**config.mk**
```make
export PLATFORM = sky130hd
export DESIGN_NAME = multicycle_control_flat
export DESIGN_NICKNAME = d
export VERILOG_FILES = /design/src/rtl/multicycle_pkg.sv /design/src/rtl/multicycle_control_if.sv /design/src/rtl/mc_output_decode.sv /design/src/rtl/multicycle_control.sv /design/src/flat_wrapper.sv
export SDC_FILE = /design/constraint.sdc
export NUM_CORES = 1
export LEC_CHECK = 0
export BUFFER_PORTS_ARGS = -buffer_cell sky130_fd_sc_hd__buf_2
export CORE_MARGIN = 3
export CORE_UTILIZATION = 40
export DETAILED_ROUTE_END_ITERATION = 8
export GPL_ROUTABILITY_DRIVEN = 0
export PLACE_DENSITY = 0.73
export SLEW_MARGIN = 30
export SYNTH_ARGS = -nofsm -noshare
export SYNTH_HDL_FRONTEND = slang
export SYNTH_SLANG_ARGS = --single-unit
```
**constraint.sdc**
```tcl
create_clock -name clk -period 1.5 [get_ports clk]
set_input_delay 0.075 -clock clk [delete_from_list [all_inputs] [get_ports clk]]
set_output_delay 0.075 -clock clk [all_outputs]
set_load 0.05 [all_outputs]
```
**src/rtl/multicycle_pkg.sv**
```systemverilog
// Shared encodings for the multicycle MIPS control path: states, opcodes,
// ALUOp and mux selects, plus the internal control word.
package multicycle_pkg;

    typedef enum logic [3:0] {
        S_FETCH  = 4'd0,
        S_DECODE = 4'd1,
        S_MEMADR = 4'd2,
        S_MEMRD  = 4'd3,
        S_MEMWB  = 4'd4,
        S_MEMWR  = 4'd5,
        S_REXEC  = 4'd6,
        S_RWB    = 4'd7,
        S_BEQEX  = 4'd8,
        S_ADDIEX = 4'd9,
        S_ADDIWB = 4'd10,
        S_JEX    = 4'd11
    } state_e;

    localparam logic [5:0] OP_LW    = 6'b100011;
    localparam logic [5:0] OP_SW    = 6'b101011;
    localparam logic [5:0] OP_RTYPE = 6'b000000;
    localparam logic [5:0] OP_BEQ   = 6'b000100;
    localparam logic [5:0] OP_ADDI  = 6'b001000;
    localparam logic [5:0] OP_J     = 6'b000010;

    localparam logic [1:0] ALUOP_ADD   = 2'b00;
    localparam logic [1:0] ALUOP_SUB   = 2'b01;
    localparam logic [1:0] ALUOP_FUNCT = 2'b10;

    localparam logic [1:0] SRCB_REG    = 2'b00;
    localparam logic [1:0] SRCB_FOUR   = 2'b01;
    localparam logic [1:0] SRCB_IMM    = 2'b10;
    localparam logic [1:0] SRCB_IMM_SH = 2'b11;

    localparam logic [1:0] PCSRC_ALU    = 2'b00;
    localparam logic [1:0] PCSRC_ALUOUT = 2'b01;
    localparam logic [1:0] PCSRC_JUMP   = 2'b10;

    typedef struct packed {
        logic [1:0] alu_op;
        logic       alu_src_a;
        logic [1:0] alu_src_b;
        logic [1:0] pc_src;
        logic       pc_write;
        logic       branch;
        logic       iord;
        logic       mem_write;
        logic       ir_write;
        logic       reg_write;
        logic       reg_dst;
        logic       mem_to_reg;
    } ctrl_t;

endpackage

```
**src/rtl/multicycle_control_if.sv**
```systemverilog
// Controller <-> datapath bundle: instruction/flag inputs and all control outputs.
interface multicycle_control_if;
    logic [5:0] opcode;
    logic       zero;
    logic       mem_ready;
    logic [1:0] alu_op;
    logic       alu_src_a;
    logic [1:0] alu_src_b;
    logic [1:0] pc_src;
    logic       pc_en;
    logic       iord;
    logic       mem_write;
    logic       ir_write;
    logic       reg_write;
    logic       reg_dst;
    logic       mem_to_reg;
    logic [3:0] state;

    modport master (
        input  opcode, zero, mem_ready,
        output alu_op, alu_src_a, alu_src_b, pc_src, pc_en, iord, mem_write,
               ir_write, reg_write, reg_dst, mem_to_reg, state
    );

    modport slave (
        output opcode, zero, mem_ready,
        input  alu_op, alu_src_a, alu_src_b, pc_src, pc_en, iord, mem_write,
               ir_write, reg_write, reg_dst, mem_to_reg, state
    );
endinterface

```
**src/rtl/mc_output_decode.sv**
```systemverilog
// Combinational control word for each state; mem_ready is the only Mealy
// qualifier (FETCH strobes wait for the instruction to arrive).
module mc_output_decode
    import multicycle_pkg::*;
(
    input  state_e state,
    input  logic   mem_ready,
    output ctrl_t  ctrl
);

    // State to control-word table; unlisted fields stay zero.
    always_comb begin
        ctrl = '0;
        case (state)
            S_FETCH: begin
                ctrl.alu_src_b = SRCB_FOUR;
                ctrl.ir_write  = mem_ready;
                ctrl.pc_write  = mem_ready;
            end
            S_DECODE: ctrl.alu_src_b = SRCB_IMM_SH;
            S_MEMADR, S_ADDIEX: begin
                ctrl.alu_src_a = 1'b1;
                ctrl.alu_src_b = SRCB_IMM;
            end
            S_MEMRD: ctrl.iord = 1'b1;
            S_MEMWB: begin
                ctrl.reg_write  = 1'b1;
                ctrl.mem_to_reg = 1'b1;
            end
            S_MEMWR: begin
                ctrl.iord      = 1'b1;
                ctrl.mem_write = 1'b1;
            end
            S_REXEC: begin
                ctrl.alu_src_a = 1'b1;
                ctrl.alu_src_b = SRCB_REG;
                ctrl.alu_op    = ALUOP_FUNCT;
            end
            S_RWB: begin
                ctrl.reg_write = 1'b1;
                ctrl.reg_dst   = 1'b1;
            end
            S_BEQEX: begin
                ctrl.alu_src_a = 1'b1;
                ctrl.alu_op    = ALUOP_SUB;
                ctrl.pc_src    = PCSRC_ALUOUT;
                ctrl.branch    = 1'b1;
            end
            S_ADDIWB: ctrl.reg_write = 1'b1;
            S_JEX: begin
                ctrl.pc_src   = PCSRC_JUMP;
                ctrl.pc_write = 1'b1;
            end
            default: ctrl = '0;
        endcase
    end

endmodule

```
**src/rtl/multicycle_control.sv**
```systemverilog
// Multicycle MIPS main controller: state register, opcode-driven sequencing
// and PC enable; outputs are forced to zero while reset is high.
module multicycle_control
    import multicycle_pkg::*;
(
    input logic                  clk,
    input logic                  reset,
    multicycle_control_if.master bus
);

    state_e state_r;
    state_e state_next_s;
    ctrl_t  ctrl_s;
    ctrl_t  ctrl_gated_s;

    // State register with synchronous reset back to FETCH.
    always_ff @(posedge clk) begin
        if (reset) begin
            state_r <= S_FETCH;
        end else begin
            state_r <= state_next_s;
        end
    end

    // Next-state sequencing; the opcode is only looked at in DECODE and MEMADR.
    always_comb begin
        state_next_s = S_FETCH;
        case (state_r)
            S_FETCH: begin
                if (bus.mem_ready) state_next_s = S_DECODE;
                else               state_next_s = S_FETCH;
            end
            S_DECODE: begin
                case (bus.opcode)
                    OP_LW, OP_SW: state_next_s = S_MEMADR;
                    OP_RTYPE:     state_next_s = S_REXEC;
                    OP_BEQ:       state_next_s = S_BEQEX;
                    OP_ADDI:      state_next_s = S_ADDIEX;
                    OP_J:         state_next_s = S_JEX;
                    default:      state_next_s = S_FETCH;
                endcase
            end
            S_MEMADR: begin
                // An opcode that changed under us is dropped rather than guessed at.
                if (bus.opcode == OP_LW)      state_next_s = S_MEMRD;
                else if (bus.opcode == OP_SW) state_next_s = S_MEMWR;
                else                          state_next_s = S_FETCH;
            end
            S_MEMRD: begin
                if (bus.mem_ready) state_next_s = S_MEMWB;
                else               state_next_s = S_MEMRD;
            end
            S_MEMWR: begin
                if (bus.mem_ready) state_next_s = S_FETCH;
                else               state_next_s = S_MEMWR;
            end
            S_REXEC:  state_next_s = S_RWB;
            S_ADDIEX: state_next_s = S_ADDIWB;
            default:  state_next_s = S_FETCH;
        endcase
    end

    mc_output_decode u_output_decode (
        .state     (state_r),
        .mem_ready (bus.mem_ready),
        .ctrl      (ctrl_s)
    );

    assign ctrl_gated_s   = reset ? ctrl_t'('0) : ctrl_s;

    assign bus.alu_op     = ctrl_gated_s.alu_op;
    assign bus.alu_src_a  = ctrl_gated_s.alu_src_a;
    assign bus.alu_src_b  = ctrl_gated_s.alu_src_b;
    assign bus.pc_src     = ctrl_gated_s.pc_src;
    assign bus.pc_en      = ctrl_gated_s.pc_write | (ctrl_gated_s.branch & bus.zero);
    assign bus.iord       = ctrl_gated_s.iord;
    assign bus.mem_write  = ctrl_gated_s.mem_write;
    assign bus.ir_write   = ctrl_gated_s.ir_write;
    assign bus.reg_write  = ctrl_gated_s.reg_write;
    assign bus.reg_dst    = ctrl_gated_s.reg_dst;
    assign bus.mem_to_reg = ctrl_gated_s.mem_to_reg;
    assign bus.state      = reset ? 4'd0 : state_r;

endmodule
```
**src/flat_wrapper.sv**
```systemverilog
// flat-port wrapper written by rule: the top's interface ports become plain ports
module multicycle_control_flat import multicycle_pkg::*;
  (clk, reset, bus_opcode, bus_zero, bus_mem_ready, bus_alu_op, bus_alu_src_a, bus_alu_src_b, bus_pc_src, bus_pc_en, bus_iord, bus_mem_write, bus_ir_write, bus_reg_write, bus_reg_dst, bus_mem_to_reg, bus_state);
  multicycle_control_if bus_i ();
  input logic clk;
  input logic reset;
  input wire logic [$bits(bus_i.opcode)-1:0] bus_opcode;
  input wire logic [$bits(bus_i.zero)-1:0] bus_zero;
  input wire logic [$bits(bus_i.mem_ready)-1:0] bus_mem_ready;
  output wire logic [$bits(bus_i.alu_op)-1:0] bus_alu_op;
  output wire logic [$bits(bus_i.alu_src_a)-1:0] bus_alu_src_a;
  output wire logic [$bits(bus_i.alu_src_b)-1:0] bus_alu_src_b;
  output wire logic [$bits(bus_i.pc_src)-1:0] bus_pc_src;
  output wire logic [$bits(bus_i.pc_en)-1:0] bus_pc_en;
  output wire logic [$bits(bus_i.iord)-1:0] bus_iord;
  output wire logic [$bits(bus_i.mem_write)-1:0] bus_mem_write;
  output wire logic [$bits(bus_i.ir_write)-1:0] bus_ir_write;
  output wire logic [$bits(bus_i.reg_write)-1:0] bus_reg_write;
  output wire logic [$bits(bus_i.reg_dst)-1:0] bus_reg_dst;
  output wire logic [$bits(bus_i.mem_to_reg)-1:0] bus_mem_to_reg;
  output wire logic [$bits(bus_i.state)-1:0] bus_state;
  assign bus_i.opcode = bus_opcode;
  assign bus_i.zero = bus_zero;
  assign bus_i.mem_ready = bus_mem_ready;
  assign bus_alu_op = bus_i.alu_op;
  assign bus_alu_src_a = bus_i.alu_src_a;
  assign bus_alu_src_b = bus_i.alu_src_b;
  assign bus_pc_src = bus_i.pc_src;
  assign bus_pc_en = bus_i.pc_en;
  assign bus_iord = bus_i.iord;
  assign bus_mem_write = bus_i.mem_write;
  assign bus_ir_write = bus_i.ir_write;
  assign bus_reg_write = bus_i.reg_write;
  assign bus_reg_dst = bus_i.reg_dst;
  assign bus_mem_to_reg = bus_i.mem_to_reg;
  assign bus_state = bus_i.state;
  multicycle_control u_core (.clk(clk), .reset(reset), .bus(bus_i));
endmodule
```
* Yosys cells after proc, flatten, opt, wreduce, memory -nomap -nowiden *
Cells that the tools add are included.

storage, ports and cells
  bits of input ports = 10
  word-level logic and storage cells = 47
  output and inout port bits = 18
  register bits after elaboration = 4

cells by class
  reduce and logical (&&, ||, !) cells = 7
  equal/unequal tests = 16
  bitwise gates (word level) = 2
  multiplexer cells = 21

operator list
  operator              number
  $pmux W4 S7           1
  $pmux W4 S5           1
  $eq A4 B3 Y1 const B  4
  $eq A4 B4 Y1 const B  4
  $mux W15              1
  $eq A6 B6 Y1 const B  2
  $mux W1               9
  $mux W3               3
  $eq A4 B2 Y1 const B  2
  $mux W4               2
  $pmux W2 S2           2
  $eq A6 B2 Y1 const B  1
  $eq A6 B3 Y1 const B  1
  $eq A6 B4 Y1 const B  1
  $logic_not A6 Y1      1
  $pmux W2 S3           1
  $reduce_or A2 Y1      3
  $eq A4 B1 Y1 const B  1
  $logic_not A4 Y1      1
  $reduce_or A4 Y1      1
  $reduce_or A3 Y1      1
  $pmux W1 S2           1
  $and A1 B1 Y1         1
  $or A1 B1 Y1          1

* Longest topological paths before layout *
  depth in word-level cells = 6
  gate-level depth with buffers = 6
  gate-level depth less buffers = 4

* Hierarchy *
Synthesis repeated with hierarchy kept, for this count alone.

unflattened totals
  cells, all modules = 98
  area total of the unflattened synthesis = 689.4 um^2

by module, submodules not included
  module              area each (um^2)  sequential area each (um^2)  times used  cells each
  multicycle_control  525.5             80.1                         1           70
  mc_output_decode    163.9             0.0                          1           28

* Worst setup path after synthesis *
No wires, ideal clock.

  kind = flip-flop to output port
  start = register u_core.state_r[2]
  end = output bus_pc_en
  stages on the path, launching flop included = 6
  required time = 1.425 ns
  arrival = 2.758 ns
  slack = -1.333 ns
  path buffers = 1
  cells stage by stage = dfxtp_1 clkbuf_1 nand2b_1 nor4_1 nand2_1 o31ai_1

on the way
  word-level cells in the longest chain between the ends = 5
  elaborated cells on any way between the ends = 8
  classes of those cells = eq/ne (2); mux (3); bitwise (2); reduce/logical (1)

ends and longest elaborated chain
  item                    line                      RTL
  from (decl)             multicycle_control.sv:11  state_e state_r;
  from (signal assigned)  multicycle_control.sv:21  state_r <= state_next_s;
  $eq A4 B4 Y1            mc_output_decode.sv:14    case (state)
  $mux W1                 mc_output_decode.sv:14
  $mux W15 *              multicycle_control.sv:69  assign ctrl_gated_s = reset ? ctrl_t'('0) : ctrl_s;
  $and A1 B1 Y1           multicycle_control.sv:75  assign bus.pc_en = ctrl_gated_s.pc_write | (ctrl_gated_s.branch & bus.zero);
  $or A1 B1 Y1 *          multicycle_control.sv:75
  to (decl)               flat_wrapper.sv:14        output wire logic [$bits(bus_i.pc_en)-1:0] bus_pc_en;

Every way passes the cells marked *; elsewhere a longest branch is shown, timed or not.

* Final worst setup path *
  start = register u_core.state_r[2]
  end = register u_core.state_r[2]

on the way
  word-level cells in the longest chain between the ends = 2
  elaborated cells on any way between the ends = 8
  classes of those cells = eq/ne (6); mux (1); reduce/logical (1)

ends and longest elaborated chain
  item                                  line                      RTL
  $eq A4 B4 Y1 (tied with other cells)  multicycle_control.sv:28  case (state_r)
  $pmux W4 S7 *                         multicycle_control.sv:28

Marked as above.
A chain may end at the register's enable or synchronous reset.

==> metrics.log <==
INFO  metric cts_hold_repair.buffers = 0
INFO  metric yosysSeqAreaShare = between 10% and 20%
INFO  metric ios = 28
INFO  metric reg2reg_depth = 6
INFO  metric detail_route.vias_per_cell = roughly 7.2
INFO  metric non_filler_instance_count_after_layout = about 150
INFO  metric max_freq = about 0.59 GHz
INFO  metric drc = 0
INFO  metric worst_r2r_endpoint = u_core.state_r[2]
INFO  metric comb_power_share = a little over two fifths
INFO  metric worst-slew-pin-transition = 478 ps
INFO  metric place_hpwl = approximately 1400 um
INFO  metric power = between 400 and 500 uW
INFO  metric die_area = 1990 um^2
INFO  metric timing.setup.critical_path_class = flop to flop
INFO  metric dieWidth = 44.6 um
INFO  metric area_growth_syn_to_layout = 120%
INFO  metric post_drt_wl_per_cell = approximately 26 um
INFO  metric start_util = 44.2%
INFO  metric io_buffers = 27
INFO  metric violations = setup timing
INFO  metric postRouteWirelength = ~3800 um
INFO  metric r2r_setup_slack = -200 ps
INFO  metric placed_cells_incl_taps = 139
INFO  metric cellInternalPower = 275 uW
INFO  metric post_synthesis_net_count = between 90 and 100
INFO  metric ant_nets = 0
INFO  metric first_global_vias = around 840
INFO  metric leakage = between 0.0005 and 0.0006 uW
INFO  metric worstPathArrival = between 1500 and 2000 ps
INFO  metric pwr_density_cell = around 350 nW/um^2
INFO  metric antenna_violations_before_repair = 0
INFO  metric largest_register_ffs = 4
INFO  metric cts_max_path_buffers = 2
INFO  metric maxSlewViolCount = 0
INFO  metric min_from = bus_opcode[3]
INFO  metric cap_viol_max_count = 0
INFO  metric finalClockSkew = roughly 5 ps
INFO  metric clkLatencyLatePin = 250 ps
INFO  metric placeableCoreArea = about 1400 um^2
INFO  metric switchingPower = about 180 uW
INFO  metric min_path_cells = 3
INFO  metric gr_busiest_metal = met2
INFO  metric layout_min_cycle_time = between 1500 and 2000 ps
INFO  metric whs_endpoint = u_core.state_r[1]
INFO  metric dr.first_iter.drc_count = a little over 90
INFO  metric final_hold_viol_count = 0
INFO  metric htreeDepth = 1
INFO  metric syn_warnings = 0
INFO  metric critPathRequiredTime = approximately 1700 ps
INFO  metric ir_drop = a little over 0.4 mV
INFO  metric antenna_cells_inserted = 0
INFO  metric slew_headroom = roughly two thirds
INFO  metric place_worst_setup_slack = -136 ps
INFO  metric cts_num_sinks = 4
INFO  metric setup.worst_path.end_class = flop
INFO  metric post_route_cells_drive_above_1_share = roughly 71%
INFO  metric mappedNetlistArea = around 600 um^2
INFO  metric postSynthCellCount = just under 90
INFO  metric top_register = u_core.state_r
INFO  metric crit_path_max_fanout = 10
INFO  metric yosysUniqueCellTypes = 34
INFO  metric pin_count_of_the_biggest_net_entering_global_routing = 15
INFO  metric setup_slack = -205 ps
INFO  metric biggestRegsByFlops = u_core.state_r: 4 flops
INFO  metric share_seq_of_total_power = 24.8%
INFO  metric number_of_detailed_routing_iterations_run_before_antenna_repair = 5
INFO  metric mostFrequentLayoutCells = sky130_fd_sc_hd__buf_4 (21), sky130_fd_sc_hd__buf_6 (17), sky130_fd_sc_hd__buf_2 (12)
INFO  metric nNetsFinal = 146
INFO  metric syn_avg_cell_area = around 6.7 um^2
INFO  metric setup_crit_start_kind = flop
INFO  metric layout_worst_path_cycle_share = 114%
INFO  metric report.final.setup_viol = 15
INFO  metric synth_seq_cells = 4
INFO  metric reg2reg_from = u_core.state_r[2]
INFO  metric grt.overflow.total = 0
INFO  metric layout.cells.most_common = sky130_fd_sc_hd__buf_4
INFO  metric die_h = roughly 45 um
INFO  metric unrepaired_setup_endpoints_after_global_routing = true
INFO  metric met2_track_demand_over_resource_in_global_routing = about 47%
INFO  metric tritoncts_clock_tree = built
INFO  metric grt.met1_usage = about a third
INFO  metric grt.met3_usage = 3.25%
INFO  metric numCtsBuffers = 3
INFO  metric std_cell_rows = 13
INFO  metric grt.total_usage = between 20% and 30%
INFO  metric via_count_of_the_routed_design = 1080
INFO  metric wire_length_of_the_first_global_routing_pass = around 4000 um
INFO  metric clockRootBuffer = sky130_fd_sc_hd__clkbuf_4
INFO  metric switching_share = around 40%
INFO  metric hold_class = primary input to flop
INFO  metric clkPwrFrac = 32.0%
INFO  metric clk_pin_slew_worst_paths = approximately 40 ps
INFO  metric status = finished with violations
metal layers:
layer  vias up  part of all wire (%)
met5         -                     0
met4         0                   8.7
met3        46                    14
met2       133                    45
met1       485                    32
li1        416                     -
cell usage after synthesis:
master / instances / share of area, %
sky130_fd_sc_hd__a211oi_1: 3 / 3.8
sky130_fd_sc_hd__a21oi_1: 5 / 4.2
sky130_fd_sc_hd__a31oi_1: 2 / 2.1
sky130_fd_sc_hd__and3b_1: 1 / 1.5
sky130_fd_sc_hd__and4b_1: 1 / 1.7
sky130_fd_sc_hd__buf_6: 1 / 1.9
sky130_fd_sc_hd__clkbuf_1: 9 / 5.7
sky130_fd_sc_hd__dfxtp_1: 4 / 13
sky130_fd_sc_hd__inv_1: 1 / 0.63
sky130_fd_sc_hd__nand2_1: 5 / 3.1
sky130_fd_sc_hd__nand2b_1: 4 / 4.2
sky130_fd_sc_hd__nand3_1: 1 / 0.84
sky130_fd_sc_hd__nand3b_1: 1 / 1.3
sky130_fd_sc_hd__nand4b_1: 1 / 1.5
sky130_fd_sc_hd__nor2_1: 11 / 6.9
sky130_fd_sc_hd__nor2b_1: 7 / 7.3
sky130_fd_sc_hd__nor3_1: 2 / 1.7
sky130_fd_sc_hd__nor3b_1: 1 / 1.3
sky130_fd_sc_hd__nor4_1: 5 / 5.2
sky130_fd_sc_hd__nor4b_1: 2 / 2.9
sky130_fd_sc_hd__nor4bb_1: 2 / 3.4
sky130_fd_sc_hd__o21a_1: 2 / 2.5
sky130_fd_sc_hd__o21ai_0: 5 / 4.2
sky130_fd_sc_hd__o21bai_1: 1 / 1.3
sky130_fd_sc_hd__o221a_1: 1 / 1.9
sky130_fd_sc_hd__o31a_1: 1 / 1.5
sky130_fd_sc_hd__o31ai_1: 1 / 1.3
sky130_fd_sc_hd__o32a_1: 1 / 1.7
sky130_fd_sc_hd__or3_1: 1 / 1.0
sky130_fd_sc_hd__or3_4: 1 / 1.9
sky130_fd_sc_hd__or3b_2: 1 / 1.5
sky130_fd_sc_hd__or4_1: 2 / 2.5
sky130_fd_sc_hd__xnor2_1: 1 / 1.5
sky130_fd_sc_hd__xor2_1: 2 / 2.9
how the worst max path moves through the flow:
stage	start	to	slack (ps)	cells past startpoint
final	u_core.state_r[2]	u_core.state_r[2]	-200	6
after global routing	u_core.state_r[3]	u_core.state_r[0]	-240	4
after CTS	u_core.state_r[3]	u_core.state_r[0]	-70	4
after detailed placement	u_core.state_r[2]	u_core.state_r[2]	-140	4
after global placement	u_core.state_r[2]	u_core.state_r[2]	-90	4
after floorplan	u_core.state_r[2]	bus_pc_en	-230	5
metrics by stage:
| step | setup TNS, ps | hold slack [ps] | cell area [um^2] | util (%) |
|---|---|---|---|---|
| 6_report | -1080 | 293 | 1310 | 97.1 |
| 5_1_grt | -1560 | 289 | 1310 | 97.1 |
| 4_1_cts | -154 | 228 | 1180 | 87.8 |
| 3_5_place_dp | -322 | 463 | 1020 | 75.3 |
| 3_3_place_gp | -208 | 454 | 1020 | 75.3 |
| 2_1_floorplan | -452 | 208 | 813 | - |
power groups by stage:
stage               Combinational (uW)  Sequential (uW)  Clock (uW)
floorplan                          108              112           0
global route                       205              113         158
detailed placement                 150              116           0
global placement                   148              116           0
CTS                                162              112         132
finish                             197              113         146
layout make-up:
cell class	instances	area, um^2
clock buffers	3	22.5
fillers	25	38.8
inverters	1	3.75
multi-input cells	74	734
flip-flops and latches	4	92.6
well taps	15	18.8
repair buffers	52	439
worst max-delay path, cell delays in order, from the launching register on:
cell and delay (ps):
sky130_fd_sc_hd__dfxtp_2 350, sky130_fd_sc_hd__buf_4 150, sky130_fd_sc_hd__buf_4 200, sky130_fd_sc_hd__nor4bb_1 410, sky130_fd_sc_hd__a211oi_2 90, sky130_fd_sc_hd__o221a_1 270
sky130_fd_sc_hd__nor2_1 150
what timing repair did:
action | in CTS | in global routing
setup buffers | 5 | 2
setup endpoints to repair | 18 | 19
gates resized for setup | 36 | 30
pin swaps | 9 | 1
logic make-up after synthesis:
group / after synthesis / share of synthesized area (%)
AO/OA/AOI/OAI: 22 / 24.3
XOR/XNOR: 3 / 4.40
buffers and inverters: 11 / 8.17
flip-flops: 4 / 13.4
AND/OR/NAND/NOR: 49 / 49.7
Power figures use the tool's default switching activity.
